===== config.mk =====
export PLATFORM = sky130hd
export DESIGN_NAME = fan_pwm_seq
export DESIGN_NICKNAME = d
export VERILOG_FILES = /design/src/rtl/fan_pwm_seq.sv
export SDC_FILE = /design/constraint.sdc
export NUM_CORES = 1
export LEC_CHECK = 0
export ABC_AREA = 1
export CAP_MARGIN = 30
export CORE_MARGIN = 2
export CORE_UTILIZATION = 50
export DETAILED_ROUTE_END_ITERATION = 8
export PLACE_DENSITY_LB_ADDON = 0.1
export SETUP_SLACK_MARGIN = 0.4
export SLEW_MARGIN = 30
export SYNTH_ARGS = -nofsm -noshare
export SYNTH_HDL_FRONTEND = slang
export SYNTH_SLANG_ARGS = --single-unit

===== constraint.sdc =====
create_clock -name soc_clk -period 7.1 [get_ports soc_clk]
set_clock_uncertainty 0.05 [all_clocks]
set_input_delay 1.42 -clock soc_clk [delete_from_list [all_inputs] [get_ports soc_clk]]
set_output_delay 1.42 -clock soc_clk [all_outputs]
set_load 0.005 [all_outputs]

===== src/rtl/fan_pwm_seq.sv =====
// Fan PWM sequencer: kick-start at full duty, ramp one level per step toward the
// requested setting, and declare a stall when the tachometer stays silent.
module fan_pwm_seq #(
  parameter int unsigned PeriodCycles     = 2000,
  parameter int unsigned KickCycles       = 25000000,
  parameter int unsigned RampCycles       = 500000,
  parameter int unsigned TachWindowCycles = 50000000,
  parameter int unsigned FaultWindows     = 2
) (
  input  logic        soc_clk,
  input  logic        rst_n,
  input  logic [3:0]  pwm_setting_i,
  input  logic        tach_i,
  output logic        fan_pwm_o,
  output logic [3:0]  level_o,
  output logic [15:0] tach_count_o,
  output logic        fault_o
);

  localparam int unsigned PW = $clog2(PeriodCycles + 1);
  localparam int unsigned KW = $clog2(KickCycles + 1);
  localparam int unsigned RW = $clog2(RampCycles + 1);
  localparam int unsigned WW = $clog2(TachWindowCycles + 1);
  localparam int unsigned FW = $clog2(FaultWindows + 1);

  typedef enum logic [1:0] {KICK, RUN, FAULT} state_t;

  function automatic logic [16*PW-1:0] build_thr();
    logic [16*PW-1:0] t;
    t = '0;
    for (int unsigned l = 0; l < 16; l++)
      t[l*PW +: PW] = PW'((longint'(l) * longint'(PeriodCycles)) / 15);
    return t;
  endfunction

  // floor(L*PeriodCycles/15) for every level, resolved at elaboration
  localparam logic [16*PW-1:0] ThrTable = build_thr();

  state_t        r_state, w_state_nxt;
  logic [KW-1:0] r_kick_cnt;
  logic [RW-1:0] r_ramp_cnt;
  logic [3:0]    r_level, w_level_nxt, w_eff_nxt;
  logic [PW-1:0] r_per_cnt, r_thresh;
  logic          r_pwm;
  logic          r_tach_s1, r_tach_s2, r_tach_d;
  logic [WW-1:0] r_win_cnt;
  logic [15:0]   r_tach_cnt, r_tach_latch, w_tach_final;
  logic [FW-1:0] r_zero_cnt, w_zero_nxt;
  logic          r_fault;
  logic          w_wrap, w_win_end, w_tach_rise, w_ramp_tick;

  always_comb begin
    w_wrap       = (r_per_cnt == PW'(PeriodCycles - 1));
    w_win_end    = (r_win_cnt == WW'(TachWindowCycles - 1));
    w_tach_rise  = r_tach_s2 & ~r_tach_d;
    w_tach_final = (r_tach_cnt == 16'hFFFF) ? 16'hFFFF : r_tach_cnt + 16'(w_tach_rise);
    w_ramp_tick  = (r_state == RUN) && (r_ramp_cnt == RW'(RampCycles - 1));

    w_level_nxt = r_level;
    if (w_ramp_tick) begin
      if (pwm_setting_i > r_level)      w_level_nxt = r_level + 4'd1;
      else if (pwm_setting_i < r_level) w_level_nxt = r_level - 4'd1;
    end

    // Zero-window tracking runs in every state; only RUN acts on it
    w_zero_nxt = r_zero_cnt;
    if (w_win_end) begin
      if ((w_tach_final == 16'h0000) && (pwm_setting_i != 4'd0)) begin
        if (r_zero_cnt != FW'(FaultWindows)) w_zero_nxt = r_zero_cnt + FW'(1);
      end else begin
        w_zero_nxt = '0;
      end
    end

    w_state_nxt = r_state;
    case (r_state)
      KICK:    if (r_kick_cnt == KW'(KickCycles - 1)) w_state_nxt = RUN;
      RUN:     if (r_zero_cnt >= FW'(FaultWindows))   w_state_nxt = FAULT;
      FAULT:   if (w_win_end && (w_tach_final != 16'h0000)) w_state_nxt = RUN;
      default: w_state_nxt = KICK;
    endcase

    // Reload uses next-cycle level/state so a coincident ramp tick lands this wrap
    w_eff_nxt = (w_state_nxt == RUN) ? w_level_nxt : 4'hF;
  end

  always_ff @(posedge soc_clk or negedge rst_n) begin
    if (!rst_n) begin
      r_state      <= KICK;
      r_kick_cnt   <= '0;
      r_ramp_cnt   <= '0;
      r_level      <= '0;
      r_per_cnt    <= '0;
      r_thresh     <= PW'(PeriodCycles);
      r_pwm        <= 1'b0;
      r_tach_s1    <= 1'b0;
      r_tach_s2    <= 1'b0;
      r_tach_d     <= 1'b0;
      r_win_cnt    <= '0;
      r_tach_cnt   <= '0;
      r_tach_latch <= '0;
      r_zero_cnt   <= '0;
      r_fault      <= 1'b0;
    end else begin
      r_state    <= w_state_nxt;
      r_kick_cnt <= (r_state == KICK) ? r_kick_cnt + KW'(1) : '0;
      r_ramp_cnt <= ((r_state != RUN) || w_ramp_tick) ? '0 : r_ramp_cnt + RW'(1);
      r_level    <= w_level_nxt;
      r_per_cnt  <= w_wrap ? '0 : r_per_cnt + PW'(1);
      if (w_wrap) r_thresh <= ThrTable[int'(w_eff_nxt)*PW +: PW];
      r_pwm      <= (r_per_cnt < r_thresh);
      r_tach_s1  <= tach_i;
      r_tach_s2  <= r_tach_s1;
      r_tach_d   <= r_tach_s2;
      r_win_cnt  <= w_win_end ? '0 : r_win_cnt + WW'(1);
      r_tach_cnt <= w_win_end ? '0 : w_tach_final;
      if (w_win_end) r_tach_latch <= w_tach_final;
      r_zero_cnt <= w_zero_nxt;
      r_fault    <= (w_state_nxt == FAULT);
    end
  end

  assign fan_pwm_o    = r_pwm;
  assign level_o      = r_level;
  assign tach_count_o = r_tach_latch;
  assign fault_o      = r_fault;

endmodule


==> impl_metrics.csv, run 1 <==
group,metric,value,unit
floorplan,die_area,15510,µm²
cts,clock_path_buffers,2,
timing,whs,0.3079,ns
pwr,vdd_drop_max,0.1686,mV
cts,cts.sinks,135,
place,placed_area,7751,µm²
critical_path,cp_cell_sequence,"clkdlybuf4s50_1, ha_1, a21oi_1, o21ai_0, inv_1, o2111ai_1, o31ai_1, nor2_2, inv_2, ha_1, inv_1, nand2_1, nand3_1, nand3_1",
timing,setup_ws,3.154,ns
cts,ctsResizeCount,0,
synth,synth-seq-area-share,46.61,%
synth,ys_types,41,
place,dpl.cell_count,1124,
cts,cts_buffers,17,
critical_path,cp_slowest_cell,"clkdlybuf4s50_1",
synth,ys.flop_type,"dfrtp_1",
cells_and_area,seq_area,3386,µm²
floorplan,rows,44,
cells_and_area,stdcell_count,1156,
critical_path,critical_path_buf_inv_count,4,
cells_and_area,multiInputGateArea,3294,µm²
place,post-place-ws,2.761,ns
timing,rsz0062_at_grt,"false",
drt,drt_iter0_drc,387,
timing,setup-tns-final,0,ns
drt,vias,5914,
critical_path,criticalPathCategory,"in2reg",
critical_path,path_delay_family,"compound AO/OA/AOI/OAI gates",
cts,cts_root_buf,"clkbuf_16",
drt,vias_per_cell,5.116,
critical_path,path_max_fanout,6,
pwr,leakagePower,4.005,nW
synth,yosys-top-cells-area,"dfrtp_1 44%, nand2_1 9.6%, inv_1 7.1%",
pwr,pwr_density_cell,218.5,nW/µm²
synth,synthTopCellsByCount,"185 x nand2_1, 138 x inv_1, 129 x dfrtp_1",
synth,synth.most_common_cell,"nand2_1",
synth,postSynthCellCount,921,
floorplan,io_pins,29,
floorplan,die_h,124.5,µm
floorplan,die_w,124.5,µm
cells_and_area,nNetsFinal,993,
timing,hold_violations,0,
floorplan,core,14370,µm²
worst_hold_path,hp-class,"reg2reg",
cts,clock_latency,0.43,ns
floorplan,start_util,50.56,%
drt,wl_per_cell,13.08,µm
timing,finalSetupViolCount,0,
cts,cts.htree.levels,4,
run,drv_cap,0,
global_route,grt_max_degree,71,
global_route,grt_first_pass_wirelength,26790,µm
drt,antenna_left,0,
timing,slew_violations,0,
cts,tritoncts,"built",
cells_and_area,stdcell_area,8387,µm²
cells_and_area,drive_gt1_share,7.922,%
run_status,outcome,"finished, final reports clean",
synth,synthArstFlopShare,100.0,%
global_route,grt_pass1_vias,5771,
cells_and_area,fillers,1291,
drt,first_pass_iters,5,
cts,postCtsHoldBufs,0,
global_route,gr-total-overflow,0,
drt,drc,0,
timing,fin_crit_sh,55.58,%
critical_path,start_kind,"input port",
cts,clk_pin_slew,0.06,ns
critical_path,required,7.35,ns
timing,worst_pin_slew,0.7401,ns
place,routabilityCongestion,0.8429,
timing,period_minus_slack,3.946,ns
synth,yosysWarnings,0,
timing,maxSlewHeadroom,50.21,%
place,dpl.hpwl,10720,µm
cts,cts_setup_buffers,0,
synth,synth_area,7264,µm²
synth,synth_edf_count,0,
synth,syn-mean-instance-area,7.888,µm²
place,portBuffers,28,
critical_path,arrival,4.20,ns
critical_path,endpoint_kind,"flop",
synth,yosysTopAreaCellShare,44.44,%
global_route,grt_usage,21.08,%
synth,syn_nets,955,
global_route,antenna_found_initial,0,
cells_and_area,num_antenna_cells,0,
timing,fmax,0.2534,GHz
critical_path,cpPeakStageDelay,0.46,ns
cells_and_area,area_growth,15.45,%
synth,synth_area_leader_cell,"dfrtp_1",
synth,yosys_register_bits,135,
drt,wl,15120,µm
## state kept, by name, summed over array words and instances, names as in the netlist
signal        cells
r_ramp_cnt       19
r_tach_cnt       16
r_kick_cnt       25
level_o           4
fan_pwm_o         1
fault_o           1
r_state           2
r_tach_d          1
r_thresh          9
r_per_cnt        11
r_win_cnt        26
r_tach_s2         1
r_tach_s1         1
r_zero_cnt        2
tach_count_o     16
## cell families after synthesis
group / count (synthesis) / share of synthesized area, %
compound gates: 130 / 9.869
xor+xnor: 16 / 1.929
fa+ha+maj: 27 / 4.650
buf+inv: 155 / 8.044
flops: 135 / 46.61
simple gates: 458 / 28.90
## routing by layer
metal | GRT usage, % | vias up | routed length [µm]
li1 | - | 3089 | -
met4 | 7.469 | 0 | 250
met3 | 5.713 | 20 | 498
met5 | 0 | - | 0
met1 | 29.30 | 2725 | 7682
met2 | 31.92 | 80 | 6684
## where the power goes
part / switching, mW / internal, mW
registers: 0.0169 / 0.785
clock network: 0.352 / 0.585
logic: 0.0619 / 0.0313
total: 0.431 / 1.40
## final timing paths
kind,depth (start not counted),startpoint,to,slack [ns]
worst max-delay path,14,pwm_setting_i[1],r_thresh[2]$_DFFE_PN0N_,3.15
min in group asynchronous,1,rst_n,r_tach_s2$_DFF_PN0_,0.91
worst min register to register,0,r_tach_s1$_DFF_PN0_,r_tach_s2$_DFF_PN0_,0.31
max in group asynchronous,2,rst_n,r_tach_cnt[11]$_DFF_PN0_,5.05
worst min-delay path,0,r_tach_s1$_DFF_PN0_,r_tach_s2$_DFF_PN0_,0.31
worst max register to register,23,r_tach_d$_DFF_PN0_,r_thresh[2]$_DFFE_PN0N_,3.94
## stage by stage
stage	total power [mW]	util (%)
2_1_floorplan	0.8735	-
3_3_place_gp	0.9114	53.94
3_5_place_dp	0.9111	53.94
4_1_cts	1.854	58.34
5_1_grt	1.906	58.37
6_report	1.832	58.37
## cells in the final DEF, fill, tap and decap left out, drive strengths merged, types with 2 or more instances in the layout
| cell | count |
|---|---|
| buf | 4 |
| xor2 | 12 |
| dfstp | 6 |
| nand4 | 29 |
| a211oi | 5 |
| nor3 | 37 |
| inv | 146 |
| clkdlybuf4s50 | 27 |
| ha | 27 |
| o31ai | 3 |
| and3 | 3 |
| o21a | 7 |
| nand2 | 189 |
| a31oi | 5 |
| nor3b | 3 |
| xnor2 | 4 |
| o21ai | 51 |
| o211ai | 2 |
| nor2 | 135 |
| dfrtp | 129 |
| nor4 | 14 |
| clkbuf | 20 |
| nand3 | 46 |
| bufinv | 3 |
| a21oi | 54 |
| clkinv | 6 |
## cell type report
class	instances	share of cell area, %
Sequential cell	135	40.37
Multi-Input combinational cell	631	39.28
Inverter	143	6.400
Clock buffer	20	5.565
Timing Repair Buffer	31	3.670
Tap cell	184	2.745
Clock inverter	12	1.969
No activity file was read; power rests on OpenSTA's default activity.
==> run 2, diff against run 1 <==
clock period = 4 ns   (was 7.1 ns; I/O delays follow)
==> impl_metrics.csv, run 2 (synthesized netlist as in run 1, its figures left out) <==
group,metric,value,unit
worst_hold_path,hold-path-endpoint,"r_tach_s2$_DFF_PN0_",
critical_path,path_max_fanout,6,
cts,clock_latency,0.42,ns
cts,cts_root_buf,"clkbuf_16",
global_route,grt_max_degree,90,
timing,slew_violations,0,
cells_and_area,fillers,1320,
global_route,grt_pass1_vias,5615,
global_route,grt_first_pass_wirelength,26740,µm
cells_and_area,fin_util,58.56,%
cts,tritoncts,"built",
worst_hold_path,hp-class,"reg2reg",
place,dpl.hpwl,10720,µm
critical_path,endpoint_kind,"flop",
global_route,grt_usage,20.80,%
cells_and_area,stdcell_area,8414,µm²
timing,rsz0062_at_grt,"false",
critical_path,arrival,3.38,ns
cts,clk_pin_slew,0.06,ns
cells_and_area,seq_area,3386,µm²
place,portBuffers,28,
drt,drt_iter0_drc,367,
floorplan,start_util,50.56,%
timing,whs,0.2996,ns
drt,wl,14980,µm
drt,vias,5950,
floorplan,die_area,15510,µm²
cts,cts.sinks,135,
global_route,antenna_found_initial,0,
drt,first_pass_iters,8,
drt,antenna_left,0,
floorplan,die_h,124.5,µm
cts,cts_setup_buffers,0,
critical_path,r2r_end,"r_thresh[2]$_DFFE_PN0N_",
floorplan,io_pins,29,
timing,fin_crit_sh,78.38,%
drt,drc,0,
critical_path,start_kind,"flop",
run,drv_cap,0,
cells_and_area,final_cell_mix,"185 x nand2_1, 137 x inv_1, 129 x dfrtp_1, 122 x nor2_1, 54 x a21oi_1",
critical_path,criticalPathCategory,"reg2reg",
timing,hold_violations,0,
place,placed_area,7771,µm²
worst_hold_path,min_from,"r_tach_s1$_DFF_PN0_",
cells_and_area,drive_gt1_share,7.819,%
critical_path,rrSetupSlack,0.86,ns
pwr,leakagePower,4.007,nW
timing,fmax,0.3189,GHz
drt,vias_per_cell,5.147,
timing,maxSlewHeadroom,46.46,%
floorplan,core,14370,µm²
cts,cts.htree.levels,4,
cts,ctsResizeCount,0,
critical_path,timing.rr.start,"r_tach_s2$_DFF_PN0_",
cells_and_area,area_growth,15.83,%
worst_hold_path,hold_depth,0,
timing,setup-tns-final,0,ns
cts,postCtsHoldBufs,0,
cells_and_area,layout_commonest_cell,"nand2_1",
cells_and_area,largest_reg_flops,26,
floorplan,die_w,124.5,µm
cells_and_area,top_register,"r_win_cnt",
critical_path,required,4.25,ns
timing,finalSetupViolCount,0,
floorplan,rows,44,
timing,worst_pin_slew,0.8031,ns
cells_and_area,top_regs,"r_win_cnt x26, r_kick_cnt x25, r_ramp_cnt x19",
pwr,vdd_drop_max,0.2829,mV
drt,wl_per_cell,12.96,µm
cells_and_area,nNetsFinal,994,
cts,cts_buffers,17,
cts,clock_path_buffers,2,
critical_path,reg2regPathDepth,23,
pwr,pwr_density_cell,392.0,nW/µm²
cells_and_area,multiInputGateArea,3294,µm²
place,routabilityCongestion,0.8415,
global_route,gr-total-overflow,0,
cells_and_area,num_antenna_cells,0,
timing,period_minus_slack,3.135,ns
run_status,outcome,"finished, final reports clean",
==> run 2: power breakdown <==
group	leakage, nW	total (mW)	internal [mW]	switching [mW]
Clock	0.305	1.70	1.12	0.583
Sequential	1.77	1.42	1.39	0.0313
Combinational	1.93	0.172	0.0577	0.114
Total	4.01	3.30	2.57	0.728
==> run 2: critical path: stages (launching register included) <==
cell and delay [ns]:
dfrtp_1 0.34, inv_1 0.04, nor2_1 0.08, ha_1 0.20
ha_1 0.25, nand3_2 0.15, o21ai_0 0.19, nand2_1 0.07
nor2_1 0.17, nand2_1 0.08, nor2_1 0.15, nand2_1 0.07
nor2_1 0.08, nand2_1 0.13, nand3_2 0.11, nand2_4 0.09
nand2_2 0.11, nor2_2 0.07, inv_2 0.09, ha_1 0.22
inv_1 0.07, nand2_1 0.05, nand3_1 0.08, nand3_1 0.08
==> run 2: per-stage QoR <==
stage          std cells  setup WS, ns  total power, mW
4_1_cts             1156        0.8681            3.347
3_3_place_gp        1125        0.5960            1.622
3_5_place_dp        1125        0.4696            1.624
6_report            1156        0.8646            3.298
2_1_floorplan        921         1.043            1.550
5_1_grt             1156        0.4595            3.437
==> run 2: layer usage <==
layer,up-vias,track usage (%),share of wire (%)
met5,-,0,0
met4,0,5.618,0.91
met3,12,4.897,3.7
met2,92,30.79,44
met1,2757,30.74,52
li1,3089,-,-
==> run 2: final cells by class <==
| cell class | count | share of cell area [%] |
|---|---|---|
| Clock buffer | 19 | 5.264 |
| Timing Repair Buffer | 32 | 3.851 |
| Clock inverter | 12 | 2.379 |
| Multi-Input combinational cell | 631 | 39.15 |
| Tap cell | 184 | 2.736 |
| Inverter | 143 | 6.379 |
| Sequential cell | 135 | 40.24 |
==> run 2: worst max-delay path by stage <==
stage | cells after the start | from | to | slack [ns]
2_1_floorplan | 13 | pwm_setting_i[3] | r_thresh[2]$_DFFE_PN0N_ | 1.04
3_3_place_gp | 14 | pwm_setting_i[3] | r_thresh[2]$_DFFE_PN0N_ | 0.60
3_5_place_dp | 14 | pwm_setting_i[3] | r_thresh[3]$_DFFE_PN0N_ | 0.47
4_1_cts | 24 | r_tach_s2$_DFF_PN0_ | r_thresh[2]$_DFFE_PN0N_ | 0.87
5_1_grt | 23 | r_tach_s2$_DFF_PN0_ | r_thresh[3]$_DFFE_PN0N_ | 0.46
6_report | 23 | r_tach_s2$_DFF_PN0_ | r_thresh[2]$_DFFE_PN0N_ | 0.86
==> variant: new RTL, flow settings as in run 2 <==
Set the parameter `PeriodCycles` to 1000 (it was 2000).
--- a/src/rtl/fan_pwm_seq.sv
+++ b/src/rtl/fan_pwm_seq.sv
@@ -1,7 +1,7 @@
 // Fan PWM sequencer: kick-start at full duty, ramp one level per step toward the
 // requested setting, and declare a stall when the tachometer stays silent.
 module fan_pwm_seq #(
-  parameter int unsigned PeriodCycles     = 2000,
+  parameter int unsigned PeriodCycles     = 1000,
   parameter int unsigned KickCycles       = 25000000,
   parameter int unsigned RampCycles       = 500000,
   parameter int unsigned TachWindowCycles = 50000000,
Formal check against the unedited RTL: no difference found for any inputs over 10 cycles, from zero or initial values and one cycle with rst_n low; that may be too few to reach the edited logic, so the function may still have changed.
==> variant against run 2 <==
  * Routed wire length increased by 1.6%
  * Via count down 0.54%
  * Register-to-register slack worse by 0.14 ns
  * Clock power is 6% lower
  * Hold slack hardly changed
  * Sequential cell count down 1
  * Critical path type is now in2reg
  * Final area is 0.39% lower
  * Area after synthesis shrank 0.16%
  * Sequential power is essentially flat
  * Final cell count up 0.26%
  * Total power is 3.1% lower
  * Global-route usage increased by 0.44 points
  * Setup slack got worse by 0.20 ns
==> variant: results (changes against run 2) <==
Status: completed (unchanged)
Mapped Nets: 953 (was 955)
Placed cell area: 7760 um^2 (was 7770 um^2)
Final nets: 992 (was 994)
First-pass GRT wire length: 26900 um (was 26700 um)
H-tree Lvls: 4 (unchanged)
Final Instance Count excl. Fillers: 1159 (was 1156)
Cell count after synthesis: 923 (was 921)
DR pass1 iterations: 6 (was 8)
Max FO, Critical Path: 7 (was 6)
Clk buf depth: 2 (unchanged)
Post-DP HPWL: 10700 um (about the same)
Max IR drop VDD: 0.313 mV (was 0.283 mV)
PortBufs: 28 (unchanged)
Largest cells by area after synthesis: dfrtp_1, nand2_1, inv_1, nor2_1, ha_1 (unchanged)
Synth Warn #: 0 (unchanged)
Area Growth Syn to Fin: 15.6% (was 15.8%)
Slew headroom: 55.0% (was 46.5%)
Synth top cells by count: nand2_1, inv_1, dfrtp_1, nor2_1, a21oi_1 (unchanged)
Fillers: 1300 (was 1320)
Post-synthesis compound-gate area fraction: 8.73% (was 9.87%)
Sequential-to-total area share from yosys stat: 46.3% (was 46.6%)
Leak: 4.04 nW (was 4.01 nW)
Total track usage: 21.2% (was 20.8%)
Setup crit start: pwm_setting_i[1] (was r_tach_s2)
Share of layout cells above drive strength 1: 9.74% (was 7.82%)
WP data arrival: 3.64 ns (was 3.38 ns)
DR vias: 5918 (was 5950)
FF-to-FF path depth: 24 (was 23)
RePlAce Congestion: 0.858 (was 0.842)
XOR/XNOR Fraction of Synth Area: 2.05% (was 1.93%)
Dpl ws: 0.262 ns (was 0.470 ns)
Largest net degree at the start of global routing: 70 (was 90)
Post-Synth Adder-Cell Area: 3.97% (was 4.65%)
Worst hold start: r_tach_s1 (unchanged)
DR iter-0 viols: 391 (was 367)
Vias in the first global route: 5652 (was 5615)
Placed insts: 1127 (was 1125)
Start of the worst register-to-register path: r_tach_s2 (unchanged)
Routed length per placed instance: 13.1 um (was 13.0 um)
Library cells used by synthesis: 43 (was 41)
TritonCTS Buffers: 17 (unchanged)
[variant: critical path, stage by stage]
cell,delay (ns)
clkdlybuf4s50_1,0.43
ha_1,0.31
inv_1,0.04
nor2_1,0.08
o21ai_0,0.08
nand3_1,0.20
inv_1,0.08
o21ai_0,0.35
xor2_1,0.31
inv_1,0.10
nand2_1,0.12
ha_1,0.25
nor2_1,0.11
nand4_1,0.09
nand2_1,0.08
nor2_1,0.05
a21oi_2,0.13
[variant: metal layers]
layer  up-vias  part of all wire [%]  wire length, um  GRT usage, %
met3        28                   3.4              520          5.15
met4         0                   1.7              257          6.54
li1       3068                     -                -             -
met2        96                    46             6990          33.3
met1      2726                    49             7450          29.3
met5         -                     0                0             0
[variant: power by group]
group	total (mW)	internal, mW	switching (mW)	leakage (nW)
Clock	1.59	1.01	0.574	0.299
Sequential	1.42	1.39	0.0357	1.75
Combinational	0.187	0.0633	0.124	1.99
Total	3.20	2.46	0.734	4.04
[variant: final cells by class]
cell class                 instances  area [um^2]  share of cell area [%]
tap                              184          230                    2.75
timing repair buffer              32          324                    3.87
clock buffer                      25          515                    6.15
clock inverter                     7         91.3                    1.09
inverter                         142          533                    6.36
sequential                       134         3360                    40.1
multi-input combinational        635         3330                    39.7
[variant: path summary, 6_finish.rpt]
check / slack [ns] / to
setup / recovery: 0.67 / r_thresh[2]
hold / removal: 0.30 / r_tach_s2
setup reg to reg: 0.72 / r_thresh[2]
hold reg to reg: 0.30 / r_tach_s2
max in group asynchronous: 2.80 / r_kick_cnt[22]
min in group asynchronous: 0.32 / tach_count_o[0]
[variant: cell families after synthesis]
group / after synthesis
fa+ha+maj: 23
flops: 134
buf+inv: 154
xor+xnor: 17
compound gates: 117
simple gates: 478
